### src/rtl/mfp_fifo_ctrl_if.sv
// mfp_fifo_ctrl_if: push/pop handshakes, status flags and RAM port bundle of the FIFO controller.
// Latency: none, plain wires.
// Backpressure: carried by full/empty; the controller rejects pushes while full and pops while empty.
interface mfp_fifo_ctrl_if #(
  parameter int ADDR_WIDTH = 6,
  parameter int DATA_WIDTH = 32
);
  // user side
  logic                  push;
  logic [DATA_WIDTH-1:0] push_data;
  logic                  pop;
  logic [DATA_WIDTH-1:0] pop_data;
  logic                  pop_valid;
  logic                  clear_err;
  // status
  logic                  full;
  logic                  empty;
  logic                  almost_full;
  logic [ADDR_WIDTH:0]   count;
  logic                  overflow;
  logic                  underflow;
  // RAM side
  logic [ADDR_WIDTH-1:0] ram_write_addr;
  logic [DATA_WIDTH-1:0] ram_write_data;
  logic                  ram_write_enable;
  logic [ADDR_WIDTH-1:0] ram_read_addr;
  logic [DATA_WIDTH-1:0] ram_read_data;

  // environment view: the FIFO user plus the RAM
  modport master (
    output push, push_data, pop, clear_err, ram_read_data,
    input  pop_data, pop_valid, full, empty, almost_full, count, overflow, underflow,
    input  ram_write_addr, ram_write_data, ram_write_enable, ram_read_addr
  );

  // controller view
  modport slave (
    input  push, push_data, pop, clear_err, ram_read_data,
    output pop_data, pop_valid, full, empty, almost_full, count, overflow, underflow,
    output ram_write_addr, ram_write_data, ram_write_enable, ram_read_addr
  );
endinterface

### src/rtl/mfp_fifo_ctrl.sv
// mfp_fifo_ctrl: pointer/flag controller in front of a registered-read simple dual-port RAM.
// Latency: accepted push shows in count next cycle; pop_data valid one cycle after an accepted pop.
// Backpressure: push rejected while full, pop rejected while empty; rejections set sticky error flags.
module mfp_fifo_ctrl #(
  parameter int ADDR_WIDTH        = 6,
  parameter int DATA_WIDTH        = 32,
  parameter int ALMOST_FULL_LEVEL = (1 << ADDR_WIDTH) - 2
) (
  input logic            clk,
  input logic            resetn,
  mfp_fifo_ctrl_if.slave bus
);
  localparam int PTR_WIDTH = ADDR_WIDTH + 1;
  localparam logic [PTR_WIDTH-1:0] AF_LEVEL = PTR_WIDTH'(ALMOST_FULL_LEVEL);

  logic [PTR_WIDTH-1:0]  wr_ptr;
  logic [PTR_WIDTH-1:0]  rd_ptr;
  logic [PTR_WIDTH-1:0]  occupancy;
  logic                  full;
  logic                  empty;
  logic                  push_accept;
  logic                  pop_accept;
  logic                  pop_valid;
  logic                  overflow;
  logic                  underflow;
  logic [DATA_WIDTH-1:0] head_data;

  // Status from pre-edge pointers; the extra MSB distinguishes full from empty.
  assign empty     = (wr_ptr == rd_ptr);
  assign full      = (wr_ptr[ADDR_WIDTH-1:0] == rd_ptr[ADDR_WIDTH-1:0]) &&
                     (wr_ptr[ADDR_WIDTH] != rd_ptr[ADDR_WIDTH]);
  assign occupancy = wr_ptr - rd_ptr;

  // Writes are held off while reset is asserted so a stray push cannot touch the RAM.
  assign push_accept = bus.push & ~full & resetn;
  assign pop_accept  = bus.pop & ~empty;

  // RAM write port follows the tail; read port always addresses the head.
  assign bus.ram_write_enable = push_accept;
  assign bus.ram_write_addr   = wr_ptr[ADDR_WIDTH-1:0];
  assign bus.ram_write_data   = bus.push_data;
  assign bus.ram_read_addr    = rd_ptr[ADDR_WIDTH-1:0];

  // The RAM registers the head at the pop edge, so its output is the popped word.
  assign head_data    = bus.ram_read_data;
  assign bus.pop_data = head_data;

  assign bus.pop_valid   = pop_valid;
  assign bus.full        = full;
  assign bus.empty       = empty;
  assign bus.count       = occupancy;
  assign bus.almost_full = (occupancy >= AF_LEVEL);
  assign bus.overflow    = overflow;
  assign bus.underflow   = underflow;

  // Pointer advance; both may move in the same cycle, leaving occupancy unchanged.
  always_ff @(posedge clk or negedge resetn) begin
    if (!resetn) begin
      wr_ptr <= '0;
      rd_ptr <= '0;
    end else begin
      if (push_accept) wr_ptr <= wr_ptr + PTR_WIDTH'(1);
      if (pop_accept)  rd_ptr <= rd_ptr + PTR_WIDTH'(1);
    end
  end

  // pop_valid marks the cycle the RAM's registered output holds the popped word.
  always_ff @(posedge clk or negedge resetn) begin
    if (!resetn) pop_valid <= 1'b0;
    else         pop_valid <= pop_accept;
  end

  // Sticky error flags; a new error in the same cycle wins over clear_err.
  always_ff @(posedge clk or negedge resetn) begin
    if (!resetn) begin
      overflow  <= 1'b0;
      underflow <= 1'b0;
    end else begin
      if (bus.push && full)      overflow <= 1'b1;
      else if (bus.clear_err)    overflow <= 1'b0;
      if (bus.pop && empty)      underflow <= 1'b1;
      else if (bus.clear_err)    underflow <= 1'b0;
    end
  end
endmodule

### src/flat_wrapper.sv
// flat-port wrapper written by rule: the top's interface ports become plain ports
module mfp_fifo_ctrl_flat 
#(
  parameter int ADDR_WIDTH        = 6,
  parameter int DATA_WIDTH        = 32,
  parameter int ALMOST_FULL_LEVEL = (1 << ADDR_WIDTH) - 2
)
  (clk, resetn, bus_push, bus_push_data, bus_pop, bus_clear_err, bus_ram_read_data, bus_pop_data, bus_pop_valid, bus_full, bus_empty, bus_almost_full, bus_count, bus_overflow, bus_underflow, bus_ram_write_addr, bus_ram_write_data, bus_ram_write_enable, bus_ram_read_addr);
  mfp_fifo_ctrl_if #(.ADDR_WIDTH(ADDR_WIDTH), .DATA_WIDTH(DATA_WIDTH)) bus_i ();
  input logic clk;
  input logic resetn;
  input wire logic [$bits(bus_i.push)-1:0] bus_push;
  input wire logic [$bits(bus_i.push_data)-1:0] bus_push_data;
  input wire logic [$bits(bus_i.pop)-1:0] bus_pop;
  input wire logic [$bits(bus_i.clear_err)-1:0] bus_clear_err;
  input wire logic [$bits(bus_i.ram_read_data)-1:0] bus_ram_read_data;
  output wire logic [$bits(bus_i.pop_data)-1:0] bus_pop_data;
  output wire logic [$bits(bus_i.pop_valid)-1:0] bus_pop_valid;
  output wire logic [$bits(bus_i.full)-1:0] bus_full;
  output wire logic [$bits(bus_i.empty)-1:0] bus_empty;
  output wire logic [$bits(bus_i.almost_full)-1:0] bus_almost_full;
  output wire logic [$bits(bus_i.count)-1:0] bus_count;
  output wire logic [$bits(bus_i.overflow)-1:0] bus_overflow;
  output wire logic [$bits(bus_i.underflow)-1:0] bus_underflow;
  output wire logic [$bits(bus_i.ram_write_addr)-1:0] bus_ram_write_addr;
  output wire logic [$bits(bus_i.ram_write_data)-1:0] bus_ram_write_data;
  output wire logic [$bits(bus_i.ram_write_enable)-1:0] bus_ram_write_enable;
  output wire logic [$bits(bus_i.ram_read_addr)-1:0] bus_ram_read_addr;
  assign bus_i.push = bus_push;
  assign bus_i.push_data = bus_push_data;
  assign bus_i.pop = bus_pop;
  assign bus_i.clear_err = bus_clear_err;
  assign bus_i.ram_read_data = bus_ram_read_data;
  assign bus_pop_data = bus_i.pop_data;
  assign bus_pop_valid = bus_i.pop_valid;
  assign bus_full = bus_i.full;
  assign bus_empty = bus_i.empty;
  assign bus_almost_full = bus_i.almost_full;
  assign bus_count = bus_i.count;
  assign bus_overflow = bus_i.overflow;
  assign bus_underflow = bus_i.underflow;
  assign bus_ram_write_addr = bus_i.ram_write_addr;
  assign bus_ram_write_data = bus_i.ram_write_data;
  assign bus_ram_write_enable = bus_i.ram_write_enable;
  assign bus_ram_read_addr = bus_i.ram_read_addr;
  mfp_fifo_ctrl #(.ADDR_WIDTH(ADDR_WIDTH), .DATA_WIDTH(DATA_WIDTH), .ALMOST_FULL_LEVEL(ALMOST_FULL_LEVEL)) u_core (.clk(clk), .resetn(resetn), .bus(bus_i));
endmodule
### config.mk
export PLATFORM = sky130hd
export DESIGN_NAME = mfp_fifo_ctrl_flat
export DESIGN_NICKNAME = d
export VERILOG_FILES = /design/src/rtl/mfp_fifo_ctrl_if.sv /design/src/rtl/mfp_fifo_ctrl.sv /design/src/flat_wrapper.sv
export SDC_FILE = /design/constraint.sdc
export NUM_CORES = 1
export LEC_CHECK = 0
export ABC_AREA = 1
export BUFFER_PORTS_ARGS = -buffer_cell sky130_fd_sc_hd__buf_2
export CAP_MARGIN = 15
export CORE_MARGIN = 2
export CORE_UTILIZATION = 38
export DETAILED_ROUTE_END_ITERATION = 10
export PLACE_DENSITY = 0.81
export SETUP_SLACK_MARGIN = 0.05
export SYNTH_ARGS = -nofsm -noshare
export SYNTH_HDL_FRONTEND = slang
export SYNTH_SLANG_ARGS = --single-unit
### constraint.sdc
create_clock -name clk -period 2.19 [get_ports clk]
set_input_delay 0.438 -clock clk [delete_from_list [all_inputs] [get_ports clk]]
set_output_delay 0.438 -clock clk [all_outputs]
set_load 0.01 [all_outputs]
==> flow_summary_export.csv <==
group,metric,value,unit
timing,fmax,423,MHz
clocking,cts_hold_buffers,0,
pwr,total_leakage_power,0.000993,uW
global_route,grt_first_pass_wirelength,5890,um
yosys,synthesis.yosys.warnings,0,
placement,gp_routability_congestion,0.881,
global_route,number_of_global_route_vias_before_repair,1261,
yosys,synth_area,1790,um^2
timing,timing.final.hold_violations,0,
flow_run,max_cap_viol_count,0,
detailed_routing,ant_nets,0,
detailed_routing,routedWlPerCell,14.0,um
global_route,grt_usage,14.3,%
timing,headroom_to_the_max_slew_limit,69.9,%
setup_path,crit_path_end_kind,"output pin",
setup_path,cp_peak_stage_delay,390,ps
detailed_routing,wl_final,3860,um
clocking,clkLatencyLatePin,260,ps
timing,tightestPinTransition,450,ps
placement,io_buffer_count,30,
timing,setup-violations-final,3,
finish,layout_stage_area_growth_over_the_synthesis_result,0.210,%
setup_path,worst-endpoint-required,1750,ps
run_status,failed_checks,"setup timing",
yosys,synthCells,245,
yosys,avgSynthCellArea,7.31,um^2
min_path,worst_hold_path_type,"primary input to async pin",
setup_path,critical_path.n_buffers_inverters,3,
clocking,cts_tree,"built",
clocking,numCtsBuffers,3,
clocking,h_tree_levels,1,
yosys,synth.yosys.seq_area_share,23.8,%
die,top_level_ports,159,
yosys,synth_cell_types,19,
pwr,cellPowerDensity,1640,nW/um^2
finish,antenna-diode-count,0,
timing,rsz_0062_raised_after_global_routing,"true",
yosys,syn-num-nets,323,
detailed_routing,detail_route.drc_violations,0,
pwr,worst_ir_drop_vdd,0.000607,V
global_route,grt_start_max_net_pins,18,
clocking,cts.path.max_buffers,2,
setup_path,regToRegEndpoint,"u_core.wr_ptr[6]",
finish,number_of_nets_at_the_end_of_the_flow,303,
setup_path,timing.critical_path.slowest_stage_cell,"sky130_fd_sc_hd__dfrtp_1",
global_route,antenna_found_initial,0,
detailed_routing,drt-pass1-iter-count,4,
timing,fin_worst_hold_slack,146,ps
timing,fin_setup_tns,-401,ps
setup_path,critical_path.startpoint_type,"flip-flop",
setup_path,worst_path_most_repeated_cell,"sky130_fd_sc_hd__nand2_2",
die,design.die.area,5280,um^2
die,core,4440,um^2
clocking,cts_sinks,17,
global_route,overflow_left_after_global_routing,0,
setup_path,cp_max_fo,3,
detailed_routing,via_per_inst,4.84,
die,fp.dieH,72.6,um
timing,post-route-min-period,2370,ps
die,die_x,72.6,um
clocking,clk_root_buffer_cell,"sky130_fd_sc_hd__clkbuf_8",
detailed_routing,initialDrtViolationCount,43,
setup_path,crit_path_dat,1930,ps
setup_path,critical-path-top-delay-family,"adder cells",
detailed_routing,routed-via-count,1336,
die,initial_core_utilization,40.3,%
setup_path,critical_setup_path_class,"flip-flop to output pin",
finish,post-route-util,40.4,%
finish,final_layout_size_suffix_gt1_share,39.7,%
timing,report.final.slew_viol_count,0,
setup_path,depth_of_the_worst_register_to_register_path,9,
timing,fin_skew,1.16,ps
setup_path,worstPathCellList,"inv_2 > ha_4 > inv_4 > fa_2 > nand2_2 > nand2_2 > nand3_2 > nand2_2 > xor2_2 > nand2_1 > buf_2",
timing,setup_slack,-176,ps
timing,timing.final.crit_share,108,%
placement,placement.setup.worst_slack,17.4,ps
yosys,total_of_flip_flops_plus_latches_after_synthesis,17,
setup_path,regToRegStartpoint,"u_core.wr_ptr[3]",
run_status,status,"finished, violations left",
setup_path,setup.reg_to_reg.worst_slack,540,ps
placement,place_hpwl,2590,um
clocking,path_clk_slew,70,ps
die,row_count,24,
## per-layer routing
metal	GRT usage [%]	share of wire [%]	vias up
met5	0	0	-
met4	11.9	4.8	0
met3	2.21	6.9	21
met2	23.1	50	58
met1	16.6	38	631
li1	-	-	626
## metrics by stage
| step | cells | total power [uW] | instance area [um^2] |
|---|---|---|---|
| after floorplan | 245 | 1800 | 1790 |
| after global placement | 258 | 2110 | 1490 |
| after detailed placement | 258 | 2150 | 1490 |
| after CTS | 266 | 2680 | 1670 |
| after global routing | 276 | 3190 | 1790 |
| final | 276 | 2940 | 1790 |
## worst max path at each step
| stage | cells past startpoint | to | startpoint | slack [ps] |
|---|---|---|---|---|
| after floorplan | 10 | bus_almost_full | u_core.wr_ptr[0] | 130 |
| final | 11 | bus_almost_full | u_core.wr_ptr[0] | -180 |
| after global placement | 11 | bus_almost_full | u_core.wr_ptr[0] | 100 |
| after CTS | 11 | bus_almost_full | u_core.wr_ptr[0] | -180 |
| after detailed placement | 11 | bus_almost_full | u_core.wr_ptr[0] | 20 |
| after global routing | 12 | bus_almost_full | u_core.wr_ptr[0] | -300 |
## report_power, final
group          switching [uW]  internal [uW]  leakage, uW
combinational            1230            959     0.000750
sequential               97.2            406     0.000220
clock                     119            130    0.0000228
total                    1450           1490     0.000993
## Yosys cell counts
| cell type | count | share of area [%] |
|---|---|---|
| sky130_fd_sc_hd__nand2_4 | 2 | 1.3 |
| sky130_fd_sc_hd__inv_1 | 30 | 6.3 |
| sky130_fd_sc_hd__o21ai_0 | 5 | 1.4 |
| sky130_fd_sc_hd__xnor2_1 | 8 | 3.9 |
| sky130_fd_sc_hd__buf_4 | 76 | 32 |
| sky130_fd_sc_hd__inv_2 | 2 | 0.42 |
| sky130_fd_sc_hd__nand3_1 | 11 | 3.1 |
| sky130_fd_sc_hd__nand3_2 | 2 | 1.1 |
| sky130_fd_sc_hd__ha_1 | 8 | 5.6 |
| sky130_fd_sc_hd__inv_4 | 1 | 0.35 |
| sky130_fd_sc_hd__dfrtp_1 | 17 | 24 |
| sky130_fd_sc_hd__and2_1 | 1 | 0.35 |
| sky130_fd_sc_hd__a21oi_1 | 3 | 0.84 |
| sky130_fd_sc_hd__nor2_1 | 6 | 1.3 |
| sky130_fd_sc_hd__nand4_1 | 4 | 1.4 |
| sky130_fd_sc_hd__nand2_1 | 62 | 13 |
| sky130_fd_sc_hd__nor3_2 | 1 | 0.56 |
| sky130_fd_sc_hd__fa_1 | 1 | 1.1 |
| sky130_fd_sc_hd__xor2_1 | 5 | 2.4 |
## logic make-up (layout without fill, tap and decap cells)
kind of cell | after synthesis | after routing | share of synthesized area [%]
and+or+nand+nor | 89 | 89 | 22.0
xor gates and xnor gates | 13 | 13 | 6.36
adders and majority gates | 9 | 9 | 6.71
buffers and inverters | 109 | 88 | 38.9
DFF | 17 | 17 | 23.8
AOI/OAI and AO/OA | 8 | 8 | 2.24
## cell usage in the layout, fill, tap and decap left out, types with 4 or more instances in the layout
cell / synthesis / final
sky130_fd_sc_hd__inv_2: 2 / 7
sky130_fd_sc_hd__inv_4: 1 / 4
sky130_fd_sc_hd__xnor2_1: 8 / 8
sky130_fd_sc_hd__buf_2: 0 / 27
sky130_fd_sc_hd__nand2_1: 62 / 58
sky130_fd_sc_hd__nor2_1: 6 / 6
sky130_fd_sc_hd__inv_1: 30 / 22
sky130_fd_sc_hd__nand3_2: 2 / 6
sky130_fd_sc_hd__buf_4: 76 / 21
sky130_fd_sc_hd__o21ai_0: 5 / 5
sky130_fd_sc_hd__nand3_1: 11 / 7
sky130_fd_sc_hd__xor2_1: 5 / 4
sky130_fd_sc_hd__dfrtp_1: 17 / 14
sky130_fd_sc_hd__ha_4: 0 / 6
sky130_fd_sc_hd__nand4_1: 4 / 4
## flip-flops by register name (all words and copies together) (netlist names)
register	flops
u_core.bus.overflow	1
u_core.rd_ptr	7
u_core.bus.underflow	1
u_core.bus.pop_valid	1
u_core.wr_ptr	7
## area by class of cell
cell class,instances,area [um^2]
clock buffer,4,45.0
fill,445,2650
inverter,33,134
multi-input combinational,119,795
sequential,17,429
tap,52,65.1
timing repair buffer,51,327
## what timing repair did
| item | CTS | global route |
|---|---|---|
| setup endpoints to repair | 7 | 8 |
| resized for setup | 24 | 14 |
| pin swaps | 8 | 10 |
| buffers inserted | 4 | 10 |
| gates cloned | 0 | 0 |
No activity file was read; power rests on OpenSTA's default activity.
